## src/rtl/regfile_writeback_pkg.sv

```systemverilog
// Shared constants and types for the register-file writeback stage.
// Holds the register-index width, the default datapath width and the x0 index.
package regfile_writeback_pkg;

    localparam int REG_IDX_W    = 5;
    localparam int NUM_REGS     = 1 << REG_IDX_W;
    localparam int XLEN_DEFAULT = 32;
    localparam logic [REG_IDX_W-1:0] X0_IDX = '0;

    typedef enum logic [1:0] {
        SRC_NONE,
        SRC_ALU,
        SRC_LOAD
    } main_src_e;

    function automatic logic is_x0(input logic [REG_IDX_W-1:0] idx);
        return idx == X0_IDX;
    endfunction

endpackage

```

## src/rtl/regfile_writeback_result_fifo.sv

```systemverilog
// In-order buffer for load results waiting for the main register-file write port.
// Carries destination index and data; push is ignored when full, pop when empty.
module wb_result_fifo
    import regfile_writeback_pkg::*;
#(
    parameter int DEPTH = 2,
    parameter int XLEN  = XLEN_DEFAULT,
    localparam int CNT_W = $clog2(DEPTH + 1),
    localparam int PTR_W = $clog2(DEPTH)
) (
    input  logic                 clk,
    input  logic                 reset,
    input  logic                 push,
    input  logic [REG_IDX_W-1:0] push_rd,
    input  logic [XLEN-1:0]      push_data,
    input  logic                 pop,
    output logic [REG_IDX_W-1:0] head_rd,
    output logic [XLEN-1:0]      head_data,
    output logic [CNT_W-1:0]     count,
    output logic                 full,
    output logic                 empty
);

    logic [REG_IDX_W-1:0] r_mem_rd   [DEPTH];
    logic [XLEN-1:0]      r_mem_data [DEPTH];
    logic [PTR_W-1:0]     r_wr_ptr;
    logic [PTR_W-1:0]     r_rd_ptr;
    logic [CNT_W-1:0]     r_count;
    logic                 w_do_push;
    logic                 w_do_pop;

    assign full      = (r_count == CNT_W'(DEPTH));
    assign empty     = (r_count == '0);
    assign count     = r_count;
    assign head_rd   = r_mem_rd[r_rd_ptr];
    assign head_data = r_mem_data[r_rd_ptr];
    assign w_do_push = push && !full;
    assign w_do_pop  = pop && !empty;

    always_ff @(posedge clk) begin
        if (w_do_push) begin
            r_mem_rd[r_wr_ptr]   <= push_rd;
            r_mem_data[r_wr_ptr] <= push_data;
        end
    end

    // Pointers wrap naturally because DEPTH is a power of two.
    always_ff @(posedge clk) begin
        if (reset) begin
            r_wr_ptr <= '0;
            r_rd_ptr <= '0;
            r_count  <= '0;
        end else begin
            if (w_do_push) r_wr_ptr <= r_wr_ptr + 1'b1;
            if (w_do_pop)  r_rd_ptr <= r_rd_ptr + 1'b1;
            case ({w_do_push, w_do_pop})
                2'b10:   r_count <= r_count + 1'b1;
                2'b01:   r_count <= r_count - 1'b1;
                default: r_count <= r_count;
            endcase
        end
    end

endmodule

```

## src/rtl/regfile_writeback.sv

```systemverilog
// Writeback arbiter: ALU results take the main port, buffered loads fill idle slots,
// atomics use a second port and yield one cycle to a same-register main write.
module regfile_writeback
    import regfile_writeback_pkg::*;
#(
    parameter int MEM_FIFO_DEPTH = 2,
    parameter int XLEN           = XLEN_DEFAULT
) (
    input  logic                 clk,
    input  logic                 reset,
    input  logic                 issue_valid,
    input  logic [REG_IDX_W-1:0] issue_rd,
    input  logic                 alu_valid,
    input  logic [REG_IDX_W-1:0] alu_rd,
    input  logic [XLEN-1:0]      alu_data,
    input  logic                 mem_valid,
    input  logic [REG_IDX_W-1:0] mem_rd,
    input  logic [XLEN-1:0]      mem_data,
    output logic                 mem_ready,
    input  logic                 amo_valid,
    input  logic [REG_IDX_W-1:0] amo_rd,
    input  logic [XLEN-1:0]      amo_data,
    output logic                 amo_ready,
    output logic [REG_IDX_W-1:0] rd,
    output logic                 write_enable,
    output logic [XLEN-1:0]      write_data,
    output logic [REG_IDX_W-1:0] atomic_rd,
    output logic                 atomic_write_enable,
    output logic [XLEN-1:0]      atomic_write_data,
    output logic [NUM_REGS-1:0]  busy
);

    localparam int CNT_W = $clog2(MEM_FIFO_DEPTH + 1);

    logic [REG_IDX_W-1:0] w_head_rd;
    logic [XLEN-1:0]      w_head_data;
    logic [CNT_W-1:0]     w_fifo_count;
    logic                 w_fifo_full;
    logic                 w_fifo_empty;
    logic                 w_push;
    logic                 w_pop;

    main_src_e            w_src;
    logic                 w_main_valid;
    logic [REG_IDX_W-1:0] w_main_rd;
    logic [XLEN-1:0]      w_main_data;

    logic                 r_amo_valid;
    logic [REG_IDX_W-1:0] r_amo_rd;
    logic [XLEN-1:0]      r_amo_data;
    logic                 w_amo_accept;
    logic                 w_cand_valid;
    logic [REG_IDX_W-1:0] w_cand_rd;
    logic [XLEN-1:0]      w_cand_data;
    logic                 w_amo_conflict;
    logic                 w_amo_fire;

    logic [NUM_REGS-1:0]  r_busy;
    logic [NUM_REGS-1:0]  w_set_mask;
    logic [NUM_REGS-1:0]  w_clr_mask;
    logic [NUM_REGS-1:0]  w_busy_next;

    logic                 r_we;
    logic [REG_IDX_W-1:0] r_rd;
    logic [XLEN-1:0]      r_wd;
    logic                 r_awe;
    logic [REG_IDX_W-1:0] r_ard;
    logic [XLEN-1:0]      r_awd;

    wb_result_fifo #(
        .DEPTH (MEM_FIFO_DEPTH),
        .XLEN  (XLEN)
    ) u_fifo (
        .clk       (clk),
        .reset     (reset),
        .push      (w_push),
        .push_rd   (mem_rd),
        .push_data (mem_data),
        .pop       (w_pop),
        .head_rd   (w_head_rd),
        .head_data (w_head_data),
        .count     (w_fifo_count),
        .full      (w_fifo_full),
        .empty     (w_fifo_empty)
    );

    // Ready depends only on occupancy, never on this cycle's pop.
    assign mem_ready    = (w_fifo_count < CNT_W'(MEM_FIFO_DEPTH));
    assign amo_ready    = !r_amo_valid;
    assign w_push       = mem_valid && !w_fifo_full && !reset;
    assign w_amo_accept = amo_valid && !r_amo_valid && !reset;

    always_comb begin
        w_src       = SRC_NONE;
        w_main_rd   = X0_IDX;
        w_main_data = '0;
        if (alu_valid) begin
            w_src       = SRC_ALU;
            w_main_rd   = alu_rd;
            w_main_data = alu_data;
        end else if (!w_fifo_empty) begin
            w_src       = SRC_LOAD;
            w_main_rd   = w_head_rd;
            w_main_data = w_head_data;
        end
    end

    assign w_main_valid = (w_src != SRC_NONE) && !reset;
    assign w_pop        = (w_src == SRC_LOAD) && !reset;

    // A held AMO re-competes each cycle; a fresh one is considered in its accept cycle.
    assign w_cand_valid   = r_amo_valid || w_amo_accept;
    assign w_cand_rd      = r_amo_valid ? r_amo_rd   : amo_rd;
    assign w_cand_data    = r_amo_valid ? r_amo_data : amo_data;
    assign w_amo_conflict = w_cand_valid && w_main_valid &&
                            (w_cand_rd == w_main_rd) && !is_x0(w_cand_rd);
    assign w_amo_fire     = w_cand_valid && !w_amo_conflict;

    always_comb begin
        w_set_mask = '0;
        w_clr_mask = '0;
        if (issue_valid)  w_set_mask[issue_rd]  = 1'b1;
        if (w_main_valid) w_clr_mask[w_main_rd] = 1'b1;
        if (w_amo_fire)   w_clr_mask[w_cand_rd] = 1'b1;
    end

    assign w_busy_next = ((r_busy & ~w_clr_mask) | w_set_mask) & ~NUM_REGS'(1);

    always_ff @(posedge clk) begin
        if (reset) begin
            r_amo_valid <= 1'b0;
            r_busy      <= '0;
            r_we        <= 1'b0;
            r_rd        <= X0_IDX;
            r_wd        <= '0;
            r_awe       <= 1'b0;
            r_ard       <= X0_IDX;
            r_awd       <= '0;
        end else begin
            r_amo_valid <= w_cand_valid && w_amo_conflict;
            r_busy      <= w_busy_next;
            r_we        <= w_main_valid && !is_x0(w_main_rd);
            r_awe       <= w_amo_fire && !is_x0(w_cand_rd);
            if (w_main_valid) begin
                r_rd <= w_main_rd;
                r_wd <= w_main_data;
            end
            if (w_amo_fire) begin
                r_ard <= w_cand_rd;
                r_awd <= w_cand_data;
            end
        end
    end

    always_ff @(posedge clk) begin
        if (w_cand_valid && w_amo_conflict) begin
            r_amo_rd   <= w_cand_rd;
            r_amo_data <= w_cand_data;
        end
    end

    assign write_enable        = r_we;
    assign rd                  = r_rd;
    assign write_data          = r_wd;
    assign atomic_write_enable = r_awe;
    assign atomic_rd           = r_ard;
    assign atomic_write_data   = r_awd;
    assign busy                = r_busy;

endmodule

```

## config.mk

```make
export PLATFORM = sky130hd
export DESIGN_NAME = regfile_writeback
export DESIGN_NICKNAME = d
export VERILOG_FILES = /design/src/rtl/regfile_writeback_pkg.sv /design/src/rtl/regfile_writeback_result_fifo.sv /design/src/rtl/regfile_writeback.sv
export SDC_FILE = /design/constraint.sdc
export NUM_CORES = 1
export LEC_CHECK = 0
export CAP_MARGIN = 20
export CORE_ASPECT_RATIO = 1.75
export CORE_UTILIZATION = 49
export CTS_CLUSTER_SIZE = 16
export DETAILED_ROUTE_END_ITERATION = 12
export HOLD_SLACK_MARGIN = 0.06
export PLACE_DENSITY = 0.8
export REMOVE_ABC_BUFFERS = 1
export SETUP_SLACK_MARGIN = 0.05
export SLEW_MARGIN = 20
export SYNTH_ARGS = -nofsm -noshare
export SYNTH_HDL_FRONTEND = slang
export SYNTH_SLANG_ARGS = --single-unit
```

## constraint.sdc

```tcl
create_clock -name clk -period 5.2 [get_ports clk]
set_input_delay 1.04 -clock clk [delete_from_list [all_inputs] [get_ports clk]]
set_output_delay 1.04 -clock clk [all_outputs]
set_load 0.03 [all_outputs]
```

==> impl_metrics.ini <==
[setup_path]
r2r_cells = 7
startpoint_type = input pin
path_max_fanout = 37
reg2reg_slack_ns = 1.73
criticalPathCategory = input pin to register
cp.arrival_ns = 3.74
cp_data_required_time_ns = 5.33
r2r_end = r_amo_data[17]
startpoint = alu_valid
worst_setup_path_end_kind = register

[layout]
fin_util = 0.672
final_layout_size_suffix_gt1_frac = 0.123
stdcell_area_um2 = 12500
diodes = 0
synthToLayoutAreaGrowth_pct = 34.6
multi_input_area_um2 = 3390
seq_area_um2 = 5600
fin_nets = 1143
fill_cells = 1431

[clock_tree]
postCtsSetupBuffers = 0
cts_made_buffers = 21
htreeDepth = 1
postCtsHoldBufs = 0
clock-sinks = 224
clockRootBuffer = clkbuf_16
clkLatencyLatePin_ns = 0.50
cts_buffer_depth = 3
cts_resized = 0
clkTransAtPathRegs_ns = 0.06
cts_tree = built

[synthesis]
synth_cells = 803
syn-cell-area_um2 = 9280
seq_area_frac_synth = 0.603
yosys_most_used_dff = dfxtp_1
synthAdderAreaFrac = 0.00135
synth_compound_area_frac = 0.101
ys_ff_latch = 224
synthXorXnorAreaFrac = 0.00755
synth-async-reset-ratio = 0
synth-simple-area-share = 0.123
synth_mux_area_frac = 0.129
yosys_warnings = 0
synth_cell_types = 54
synth_top_family_by_area = multiplexers
synth_edf_count = 111
postSynthAreaPerCell_um2 = 11.6

[drt]
drc = 0
wl_per_cell_um = 19.0
routed_via_density = 5.61
first_pass_iters = 5
drt-initial-drc-count = 537
via_count = 7138
routed_wl_um = 24200
antenna_left = 0

[power]
ir_drop_mv = 0.311
p_per_area_nw_per_um2 = 336
p_leak_nw = 4.25

[placed_design]
port_buffers = 230
dpl-instance-area_um2 = 11800
dp_hpwl_um = 16500
gp_congestion = 0.928

[min_path]
worstHoldPathType = register to register
worstHoldPathCells = 2
min_from = atomic_write_data[7]
min_to = atomic_write_data[7]

[die]
pin_count = 232
coreArea_um2 = 18600
row_count = 66
start_util = 0.499
die_x_um = 106
die_area_um2 = 19500
fp.dieH_um = 184

[global_route]
grt_max_degree = 83
met1_usage = 0.277
grt_pass1_vias = 7274
use_met3 = 0.0542
grt_pass1_wl_um = 37600
grt_use_met2 = 0.440
busiest_layer = met2
gr-total-overflow = 0
antenna_found_initial = 0
grt_use_total = 0.245

[sta]
period_share = 0.694
min_period_ns = 3.61
tns_ns = 0
max_freq_ghz = 0.277
rsz0062_at_grt = false
slew_viol_final = 0
max_slew_margin = 0.364
hold_viol = 0
setup_viol = 0
finClkSkew_ns = 0.00939
worst_pin_slew_ns = 0.948

[status]
outcome = completed

[run]
maxCapViolations = 0
==> synth_stat cells (17+ instances only) <==
library cell | instances | area, um2
inv_1 | 17 | 63.8
edfxtp_1 | 111 | 3330
dfxtp_1 | 113 | 2260
mux2_2 | 55 | 619
a21oi_1 | 34 | 170
nand2_1 | 109 | 409
nor3_1 | 20 | 100
clkbuf_1 | 31 | 116
a211oi_1 | 19 | 143
a222oi_1 | 22 | 220
nor2_1 | 76 | 285
mux2i_1 | 51 | 510
==> worst max-delay path by stage <==
stage	endpoint	slack, ns	cells past startpoint
after floorplan	atomic_rd[4]	-0.99	5
after global placement	r_amo_data[21]	1.25	8
after detailed placement	r_amo_data[23]	1.13	8
after CTS	r_amo_data[17]	1.60	8
after global routing	r_amo_data[17]	1.46	8
final	r_amo_data[17]	1.59	8
==> power by group <==
group | total [W] | switching (W) | internal, W
registers | 0.00199 | 0.0000517 | 0.00193
logic | 0.000639 | 0.000348 | 0.000291
clock network | 0.00158 | 0.000658 | 0.000918
==> metrics by stage <==
stage / setup WS, ns / hold slack, ns / power [W] / cells
3_5_place_dp: 1.13 / 0.448 / 0.00266 / 1235
3_3_place_gp: 1.25 / 0.443 / 0.00265 / 1235
6_report: 1.59 / 0.458 / 0.00420 / 1273
4_1_cts: 1.60 / 0.457 / 0.00423 / 1273
5_1_grt: 1.46 / 0.470 / 0.00434 / 1273
2_1_floorplan: -0.987 / 0.481 / 0.00236 / 752
==> layout by cell type, fill, tap and decap left out, types with 21 or more instances in the layout <==
cell             count
mux2i_1             51
clkbuf_16           21
clkdlybuf4s50_1    229
a21oi_1             34
a222oi_1            22
dfxtp_1            111
mux2_2              55
nor2_1              74
edfxtp_1           111
nand2_1            109
==> logic make-up (layout without fill, tap and decap cells) <==
kind of cell             Yosys count  after routing
multiplexers                     111            111
buffers and inverters             69            301
other                              1              1
XOR/XNOR                           8              8
AO/OA/AOI/OAI                    129            129
adder cells (fa/ha/maj)            1              1
AND/OR/NAND/NOR                  260            260
flip-flops                       224            224
==> final cells by class <==
cell class	instances	share of cell area
repair buffers	245	0.194
well taps	238	0.0238
multi-input cells	510	0.272
flip-flops and latches	224	0.448
clock buffers	26	0.0444
clock inverters	12	0.0124
inverters	18	0.00541
==> worst max-delay path: stages <==
cell,delay (ns)
clkdlybuf4s50_1,0.42
o21bai_2,0.25
o21ai_1,0.78
xnor2_1,0.19
and3_1,0.25
nand2_1,0.21
nor2_4,0.12
buf_4,0.44
==> per-layer routing <==
layer | part of all wire | vias up
met2 | 0.51 | 331
met1 | 0.37 | 3353
li1 | - | 3386
met4 | 0.041 | 0
met5 | 0 | -
met3 | 0.081 | 68
==> sequential cells by signal, summed over array words and instances, names as in the netlist, named ones only <==
| name | cells |
|---|---|
| atomic_write_data | 32 |
| busy | 31 |
| write_enable | 1 |
| r_amo_data | 32 |
| u_fifo.r_mem_rd | 10 |
| atomic_rd | 5 |
| r_amo_valid | 1 |
| u_fifo.r_rd_ptr | 1 |
| rd | 5 |
| atomic_write_enable | 1 |
| write_data | 32 |
| u_fifo.r_mem_data | 64 |
| u_fifo.r_wr_ptr | 1 |
| u_fifo.count | 2 |
| r_amo_rd | 5 |
No activity file was read; power rests on OpenSTA's default activity.
